### src/rtl/matmul_row_sequencer_if.sv
// matmul_row_sequencer_if
//   Bundle between the row sequencer and the int8 matrix-multiply datapath.
//   master (sequencer): drives the latched operands, the row index and the
//                       one-cycle issue strobe; receives the row result.
//   slave  (datapath) : the mirror image.
//   Signals:
//     matriz_a / matriz_b  latched operands, element (r,c) at [8*(c+SIZE*r) +: 8]
//     row                  row index being issued
//     row_valid            issue strobe, one cycle per row
//     row_result           one int8 per column for the issued row
interface matmul_row_sequencer_if #(
    parameter int SIZE = 5
) ();
    logic [8*SIZE*SIZE-1:0] matriz_a;
    logic [8*SIZE*SIZE-1:0] matriz_b;
    logic [7:0]             row;
    logic                   row_valid;
    logic [8*SIZE-1:0]      row_result;

    modport master (
        output matriz_a, matriz_b, row, row_valid,
        input  row_result
    );

    modport slave (
        input  matriz_a, matriz_b, row, row_valid,
        output row_result
    );
endinterface

### src/rtl/matmul_row_sequencer.sv
// matmul_row_sequencer
//   Sequences a row-at-a-time signed int8 matrix multiply over SIZE x SIZE
//   operands. A job is accepted on start (in IDLE or DONE), the operands are
//   latched and presented to the datapath, rows 0..SIZE-1 are issued one at a
//   time, each row result is captured ROW_LAT cycles after its issue cycle,
//   and a one-cycle done pulse closes the job. No arithmetic happens here.
//
//   Ports:
//     clock, reset_n   rising-edge clock, asynchronous active-low reset
//     start            job request, honoured only when not busy
//     op_a, op_b       operands, element (r,c) at [8*(c+SIZE*r) +: 8]
//     busy             job in progress (ISSUE/WAIT/CAPTURE)
//     done             one-cycle completion pulse
//     result           product matrix, row r at [8*SIZE*r +: 8*SIZE]
//     dp               datapath bundle (master side)
//     abort, aborted   only with MATMUL_SEQ_ABORT_EN: abort a running job,
//                      aborted pulses for one cycle afterwards
//
//   Optional build macro: MATMUL_SEQ_ABORT_EN
//
//   State   | meaning
//   IDLE    | waiting for start
//   ISSUE   | present row index with a one-cycle strobe, arm the wait counter
//   WAIT    | count down datapath latency, capture the row at zero
//   CAPTURE | advance to the next row or finish
//   DONE    | one-cycle completion pulse, may accept a new job
module matmul_row_sequencer #(
    parameter int SIZE    = 5,
    parameter int ROW_LAT = 1
) (
    input  logic                    clock,
    input  logic                    reset_n,
    input  logic                    start,
    input  logic [8*SIZE*SIZE-1:0]  op_a,
    input  logic [8*SIZE*SIZE-1:0]  op_b,
`ifdef MATMUL_SEQ_ABORT_EN
    input  logic                    abort,
    output logic                    aborted,
`endif
    output logic                    busy,
    output logic                    done,
    output logic [8*SIZE*SIZE-1:0]  result,
    matmul_row_sequencer_if.master  dp
);
    localparam logic [2:0] IDLE    = 3'd0;
    localparam logic [2:0] ISSUE   = 3'd1;
    localparam logic [2:0] WAIT    = 3'd2;
    localparam logic [2:0] CAPTURE = 3'd3;
    localparam logic [2:0] DONE    = 3'd4;

    localparam logic [3:0] LAST_ROW = 4'(SIZE - 1);
    localparam logic [1:0] WAIT_INIT = 2'(ROW_LAT - 1);

    logic [2:0]             state;
    logic [3:0]             row;
    logic [1:0]             wait_cnt;
    logic [8*SIZE*SIZE-1:0] mat_a;
    logic [8*SIZE*SIZE-1:0] mat_b;

    assign busy         = (state == ISSUE) || (state == WAIT) || (state == CAPTURE);
    assign done         = (state == DONE);
    assign dp.row_valid = (state == ISSUE);
    assign dp.row       = {4'b0000, row};
    assign dp.matriz_a  = mat_a;
    assign dp.matriz_b  = mat_b;

    always_ff @(posedge clock or negedge reset_n) begin
        if (!reset_n) begin
            state    <= IDLE;
            row      <= '0;
            wait_cnt <= '0;
            result   <= '0;
            mat_a    <= '0;
            mat_b    <= '0;
`ifdef MATMUL_SEQ_ABORT_EN
            aborted  <= 1'b0;
`endif
        end else begin
`ifdef MATMUL_SEQ_ABORT_EN
            aborted <= 1'b0;
`endif
            case (state)
                IDLE, DONE: begin
                    if (start) begin
                        mat_a  <= op_a;
                        mat_b  <= op_b;
                        result <= '0;
                        row    <= '0;
                        state  <= ISSUE;
                    end else begin
                        state  <= IDLE;
                    end
                end
                ISSUE: begin
                    wait_cnt <= WAIT_INIT;
                    state    <= WAIT;
                end
                WAIT: begin
                    if (wait_cnt != 2'd0) begin
                        wait_cnt <= wait_cnt - 2'd1;
                    end else begin
                        result[8*SIZE*int'(row) +: 8*SIZE] <= dp.row_result;
                        state <= CAPTURE;
                    end
                end
                CAPTURE: begin
                    if (row == LAST_ROW) begin
                        state <= DONE;
                    end else begin
                        row   <= row + 4'd1;
                        state <= ISSUE;
                    end
                end
                default: state <= IDLE;
            endcase
`ifdef MATMUL_SEQ_ABORT_EN
            // Overrides whatever the running job would have done this edge.
            if (abort && busy) begin
                state   <= IDLE;
                result  <= '0;
                aborted <= 1'b1;
            end
`endif
        end
    end
endmodule

### src/flat_wrapper.sv
// flat-port wrapper written by rule: the top's interface ports become plain ports
module matmul_row_sequencer_flat 
#(
    parameter int SIZE    = 5,
    parameter int ROW_LAT = 1
)
  (clock, reset_n, start, op_a, op_b, busy, done, result, dp_matriz_a, dp_matriz_b, dp_row, dp_row_valid, dp_row_result);
  matmul_row_sequencer_if #(.SIZE(SIZE)) dp_i ();
  input  logic clock;
  input  logic reset_n;
  input  logic start;
  input  logic [8*SIZE*SIZE-1:0] op_a;
  input  logic [8*SIZE*SIZE-1:0] op_b;
  output logic busy;
  output logic done;
  output logic [8*SIZE*SIZE-1:0] result;
  output wire logic [$bits(dp_i.matriz_a)-1:0] dp_matriz_a;
  output wire logic [$bits(dp_i.matriz_b)-1:0] dp_matriz_b;
  output wire logic [$bits(dp_i.row)-1:0] dp_row;
  output wire logic [$bits(dp_i.row_valid)-1:0] dp_row_valid;
  input wire logic [$bits(dp_i.row_result)-1:0] dp_row_result;
  assign dp_matriz_a = dp_i.matriz_a;
  assign dp_matriz_b = dp_i.matriz_b;
  assign dp_row = dp_i.row;
  assign dp_row_valid = dp_i.row_valid;
  assign dp_i.row_result = dp_row_result;
  matmul_row_sequencer #(.SIZE(SIZE), .ROW_LAT(ROW_LAT)) u_core (.clock(clock), .reset_n(reset_n), .start(start), .op_a(op_a), .op_b(op_b), .busy(busy), .done(done), .result(result), .dp(dp_i));
endmodule
### config.mk
export PLATFORM = sky130hd
export DESIGN_NAME = matmul_row_sequencer_flat
export DESIGN_NICKNAME = d
export VERILOG_FILES = /design/src/rtl/matmul_row_sequencer_if.sv /design/src/rtl/matmul_row_sequencer.sv /design/src/flat_wrapper.sv
export SDC_FILE = /design/constraint.sdc
export NUM_CORES = 1
export LEC_CHECK = 0
export ABC_AREA = 1
export CORE_AREA = 2 2 404 406
export CTS_CLUSTER_SIZE = 16
export DETAILED_ROUTE_END_ITERATION = 8
export DIE_AREA = 0 0 406 408
export PLACE_DENSITY = 0.39
export SLEW_MARGIN = 20
export SYNTH_ARGS = -nofsm -noshare
export SYNTH_HDL_FRONTEND = slang
export SYNTH_SLANG_ARGS = --single-unit
### constraint.sdc
create_clock -name clock -period 9.4 [get_ports clock]
set_input_delay 2.35 -clock clock [delete_from_list [all_inputs] [get_ports clock]]
set_output_delay 2.35 -clock clock [all_outputs]
set_load 0.02 [all_outputs]
=== Yosys cells after proc, flatten, opt, wreduce, memory -nomap -nowiden ===
Cells that the tools add are included.
Widths: inputs -> output; s select.

* Muxes and demuxes: 13
* $add $sub $neg: 3
* Shift-type cells: 2
* $mul: 1
* Eq/ne operators: 9
* Reduce and logical (&&, ||, !) cells: 12

{| class="wikitable"
|+ Operators by type and width
! operator !! count
|-
| $mux 200 || 2
|-
| $pmux 200 s2 || 1
|-
| $bwmux 200 || 1
|-
| $shift 40x33->200 const A || 1
|-
| $shiftx 40x33->200 || 1
|-
| $neg 32->33 || 1
|-
| $pmux 3 s4 || 1
|-
| $mux 4 || 2
|-
| $ne 2x2->1 const B || 4
|-
| $pmux 4 s2 || 1
|-
| $reduce_bool 2->1 || 4
|-
| $mul 3x4->7 const A || 1
|-
| $eq 3x2->1 const B || 2
|-
| $mux 3 || 2
|-
| $reduce_and 3->1 || 2
|-
| $add 4x1->4 const B || 1
|-
| $eq 4x3->1 const B || 1
|-
| $pmux 2 s2 || 1
|-
| $reduce_and 2->1 || 2
|-
| $eq 3x1->1 const B || 1
|-
| $eq 3x3->1 const B || 1
|-
| $logic_not 3->1 || 1
|-
| $logic_or 1x1->1 || 2
|-
| $mux 2 || 1
|-
| 3 further kinds || 3
|}

* Input bits: 443
* Word-level logic and storage cells: 46
* Register bits: 609
* Output and inout port bits: 611

=== Depth between registers and ports, before layout ===
* Depth in word-level cells: 6
* Mapped depth: 23
* Depth with buffers taken out: 20

=== Worst setup path after synthesis ===
No wires, ideal clock.

* Path kind: flip-flop to flip-flop
* From: reg u_core.row[0]
* To: reg u_core.result[158]
* Clock period less this slack: 3.714 ns
* Arrival time: 3.649 ns
* Cell stages (with the launch flop): 20
* Required time: 9.334 ns
* Path slack: 5.686 ns
* Setup time: 0.066 ns
* Cell sequence: dfrtp_1 -> buf_2 -> inv_4 -> clkbuf_1 -> clkbuf_1 -> ha_1 -> nand2_2 -> nor2_4 -> nand2_1 -> ha_1 -> buf_2 -> buf_2 -> buf_4 -> clkbuf_1 -> nand3_1 -> o21ai_0 -> o21ai_0 -> nor2_1 -> nand4_1 -> nand2_1

* Longest elaborated chain between the ends: 6
* Elaborated cells between the ends (all ways): 7
* Classes of those cells: add/sub: 1; mul: 1; shift: 2; mux: 3

{| class="wikitable"
|+ RTL lines
! element !! RTL line !! text
|-
| from (decl) || matmul_row_sequencer.sv:55 || <nowiki>logic [3:0] row;</nowiki>
|-
| from (signal assigned) || matmul_row_sequencer.sv:110 || <nowiki>row <= row + 4'd1;</nowiki>
|-
| $mul 3x4->7 * || matmul_row_sequencer.sv:102 || <nowiki>result[8*SIZE*int'(row) +: 8*SIZE] <= dp.row_result;</nowiki>
|-
| $neg 32->33 * || matmul_row_sequencer.sv:102 ||
|-
| $shiftx 40x33->200 / $shift 40x33->200 (equally long branches) || matmul_row_sequencer.sv:102 ||
|-
| $bwmux 200 * || matmul_row_sequencer.sv:102 ||
|-
| $mux 200 * || matmul_row_sequencer.sv:99 || <nowiki>if (wait_cnt != 2'd0) begin</nowiki>
|-
| $pmux 200 s2 * || matmul_row_sequencer.sv:82 || <nowiki>case (state)</nowiki>
|-
| to (signal, indexed assignment) || matmul_row_sequencer.sv:102 ||
|-
| to (decl) || matmul_row_sequencer.sv:42 || <nowiki>output logic [8*SIZE*SIZE-1:0] result,</nowiki>
|}

Mark *: on every way between the ends. The rest lies on a longest branch, timed or not. The select of a mux whose other input is x is not followed.
A chain may end at the register's enable or synchronous reset.

=== Worst setup path in the final report ===
* From: reg u_core.row[0]
* To: reg u_core.result[52]

Same word-level chain as after synthesis.

==> out/metrics.yaml <==
pwr:
  clockPowerShare: 0.185
  total_power_w: 0.0169
  power_switching_w: 0.00866
  p_int_w: 0.00828
  pwr-share-seq: 0.248
  cellLeakagePower_nw: 20.3
  power_frac_comb: 0.567
  vdd_drop_max_v: 0.000230
  power.density_mw_per_mm2: 389
  p_sw_frac: 0.511
sta:
  maxSlewHeadroom: 0.324
  setup_ws_ps: 4170
  hold_viol_final: 0
  final.setup.tns_ps: 0
  fin_crit_sh: 0.556
  rsz0062_at_grt: "false"
  fmax_ghz: 0.191
  hold_slack_ps: 472
  tightestPinTransition_ps: 1010
  maxSlewViolCount: 0
  layout_min_cycle_time_ps: 5230
  finalSetupViolations: 0
  fin_worst_skew_ps: 50.9
floorplan:
  dieArea_mm2: 0.166
  fp.coreArea_mm2: 0.162
  fp.dieH_um: 408
  ios: 1054
  placementRows: 148
  die_w_um: 406
  initial_core_util: 0.174
run_status:
  status: "complete, no violations"
cts:
  clock-root-buffer: "clkbuf_16"
  cts_buffers: 80
  cts-resized-gates: 0
  ctsHoldBuffers: 0
  path_clk_slew_ps: 60
  clk_latency_ps: 700
  htreeDepth: 3
  cts.sinks: 609
  cts_tree: "yes"
  postCtsSetupRepairBufs: 0
  clockBufferDepth: 3
detailed_routing:
  drt_iter0_markers: 2388
  wl_um: 173000
  wl_per_cell_um: 25.4
  dr.pass1.iters: 6
  routed_via_density: 4.27
  drcViolationCount: 0
  antenna_left: 0
  vias: 29000
critical_path:
  slowest_delay_ps: 840
  cp_cell_sequence: "buf_4 > inv_4 > ha_1 > nand2_2 > nor2_4 > nand2_1 > ha_2 > buf_4 > inv_1 > buf_4 > nor3_1 > nand2_1 > o21ai_0 > o21ai_0 > nor2_1 > nand3_1 > nand2_1"
  worstSetupPathType: "flop to flop"
  critPathArrivalTime_ps: 5830
  crit_path_start_kind: "flop"
  end_kind: "flop"
  crit_required_ps: 10000
  slowest_stage: "nor3_1"
  cp_max_fo: 57
global_route:
  grt_pass1_vias: 28800
  track_usage: 0.203
  overflow: 0
  grt_max_degree: 150
  grt_pass1_wl_um: 238000
  antenna_found_initial: 38
finish:
  fillers: 17600
  regArea_mm2: 0.0152
  drive_gt1_frac: 0.0580
  nets: 4996
  multi_input_area_mm2: 0.0116
  area_delta_synth_final_pct: 54.9
job:
  drv_cap: 0
synth:
  syn_avg_cell_area_um2: 7.85
  synthCells: 3581
  netlist-cell-type-count: 50
  netlist_area_mm2: 0.0281
  ys_ff_latch: 609
  yosysSeqAreaShare: 0.542
  yosysWarnings: 0
place:
  dp_hpwl_um: 134000
  place_ws_ps: 3700
  portBuffers: 1049
  place_congestion: 0.952
worst_hold_path:
  hold_path.class: "flop to flop"
[worst max-delay path, delay by kind of cell (launching register included)]
| kind | cells | cell delay, ps |
|---|---|---|
| adder cells (fa/ha/maj) | 2 | 700 |
| buffers and inverters | 5 | 1690 |
| flip-flops | 1 | 410 |
| AND/OR/NAND/NOR | 8 | 1730 |
| AO/OA/AOI/OAI | 2 | 540 |
[synthesized netlist by cell type, drive strengths merged]
| cell | instances | area [um2] |
|---|---|---|
| xnor2 | 1 | 27.5 |
| o2111ai | 7 | 61.3 |
| nand3b | 5 | 37.5 |
| nor3 | 26 | 140 |
| o32ai | 3 | 26.3 |
| o21a | 2 | 15.0 |
| clkinv | 1 | 3.75 |
| fa | 1 | 20.0 |
| inv | 94 | 365 |
| nand3 | 248 | 1280 |
| o21ai | 192 | 1020 |
| nor2 | 151 | 718 |
| nand2 | 1846 | 7020 |
| ha | 8 | 100 |
| buf | 68 | 345 |
| nor3b | 1 | 7.51 |
| o211ai | 11 | 82.6 |
| o31ai | 15 | 113 |
| a31oi | 6 | 37.5 |
| a21oi | 62 | 348 |
| dfrtp | 609 | 15200 |
| clkbuf | 139 | 522 |
| conb | 1 | 3.75 |
| nand4 | 36 | 240 |
| or2 | 7 | 43.8 |
| and2 | 4 | 25.0 |
| a211oi | 4 | 30.0 |
| a21boi | 1 | 7.51 |
| a22oi | 9 | 67.6 |
| o22ai | 22 | 138 |
| a22o | 1 | 8.76 |
[metrics by stage]
stage / cells / area (um2) / utilization
detailed placement: 6637 / 40800 / 0.253
global route: 6782 / 43500 / 0.269
CTS: 6780 / 43500 / 0.269
finish: 6788 / 43500 / 0.269
floorplan: 3584 / 28100 / -
global placement: 6637 / 40800 / 0.253
[final timing paths]
kind	from	to	slack (ps)	cells past startpoint
max in group asynchronous	reset_n	u_core.dp.matriz_b[190]	5920	3
min in group asynchronous	reset_n	u_core.result[135]	1630	1
max	u_core.row[0]	u_core.result[52]	4170	17
min	u_core.result[125]	u_core.result[125]	470	2
min reg2reg	u_core.result[125]	u_core.result[125]	470	2
max reg2reg	u_core.row[0]	u_core.result[52]	4170	17
[registers in the layout, summed over array words and instances, names as in the netlist]
signal,cells
u_core.dp.matriz_a,200
u_core.dp.matriz_b,200
u_core.result,200
u_core.row,4
u_core.state,3
u_core.wait_cnt,2
[logic make-up (layout without fill, tap and decap cells)]
| logic type | after synthesis | after routing | share of synthesized area |
|---|---|---|---|
| xor+xnor | 1 | 1 | 0.000980 |
| other cells | 1 | 12 | 0.000133 |
| fa+ha+maj | 9 | 9 | 0.00428 |
| compound gates | 335 | 335 | 0.0696 |
| flops | 609 | 609 | 0.542 |
| simple gates | 2324 | 2324 | 0.339 |
| buf+inv | 302 | 1323 | 0.0440 |
[per-layer routing]
layer / share of wire / up-vias / track usage
met2: 0.49 / 1119 / 0.349
met4: 0.037 / 8 / 0.0652
met3: 0.074 / 288 / 0.0587
met5: 0.00032 / - / 0
li1: - / 13300 / -
met1: 0.40 / 14200 / 0.242
[power by group through the flow]
stage,clock network (W),registers [W],logic (W)
after global placement,0,0.00422,0.00955
final,0.00314,0.00420,0.00960
after global routing,0.00336,0.00431,0.0102
after floorplan,0,0.00514,0.00397
after detailed placement,0,0.00420,0.00953
after CTS,0.00326,0.00420,0.00957
[cell usage in the layout (no fill, tap or decap), types with 18 or more instances in the layout]
cell,n
dfrtp_1,608
nand3_1,240
nand2_1,1826
o22ai_1,22
clkbuf_16,80
clkbuf_8,21
o21ai_1,19
nand4_1,35
a21oi_1,58
nor2_1,128
buf_4,30
clkdlybuf4s50_1,1048
clkbuf_1,18
nor3_1,24
inv_1,71
o21ai_0,159
[layout make-up]
type	instances	share of cell area
Clock inverter	24	0.00710
Antenna cell	8	0.000460
Clock buffer	119	0.0542
Inverter	95	0.00871
Multi-Input combinational cell	2673	0.268
Sequential cell	609	0.350
Tap cell	2175	0.0625
Timing Repair Buffer	1085	0.249
(Power assumes the default switching activity.)
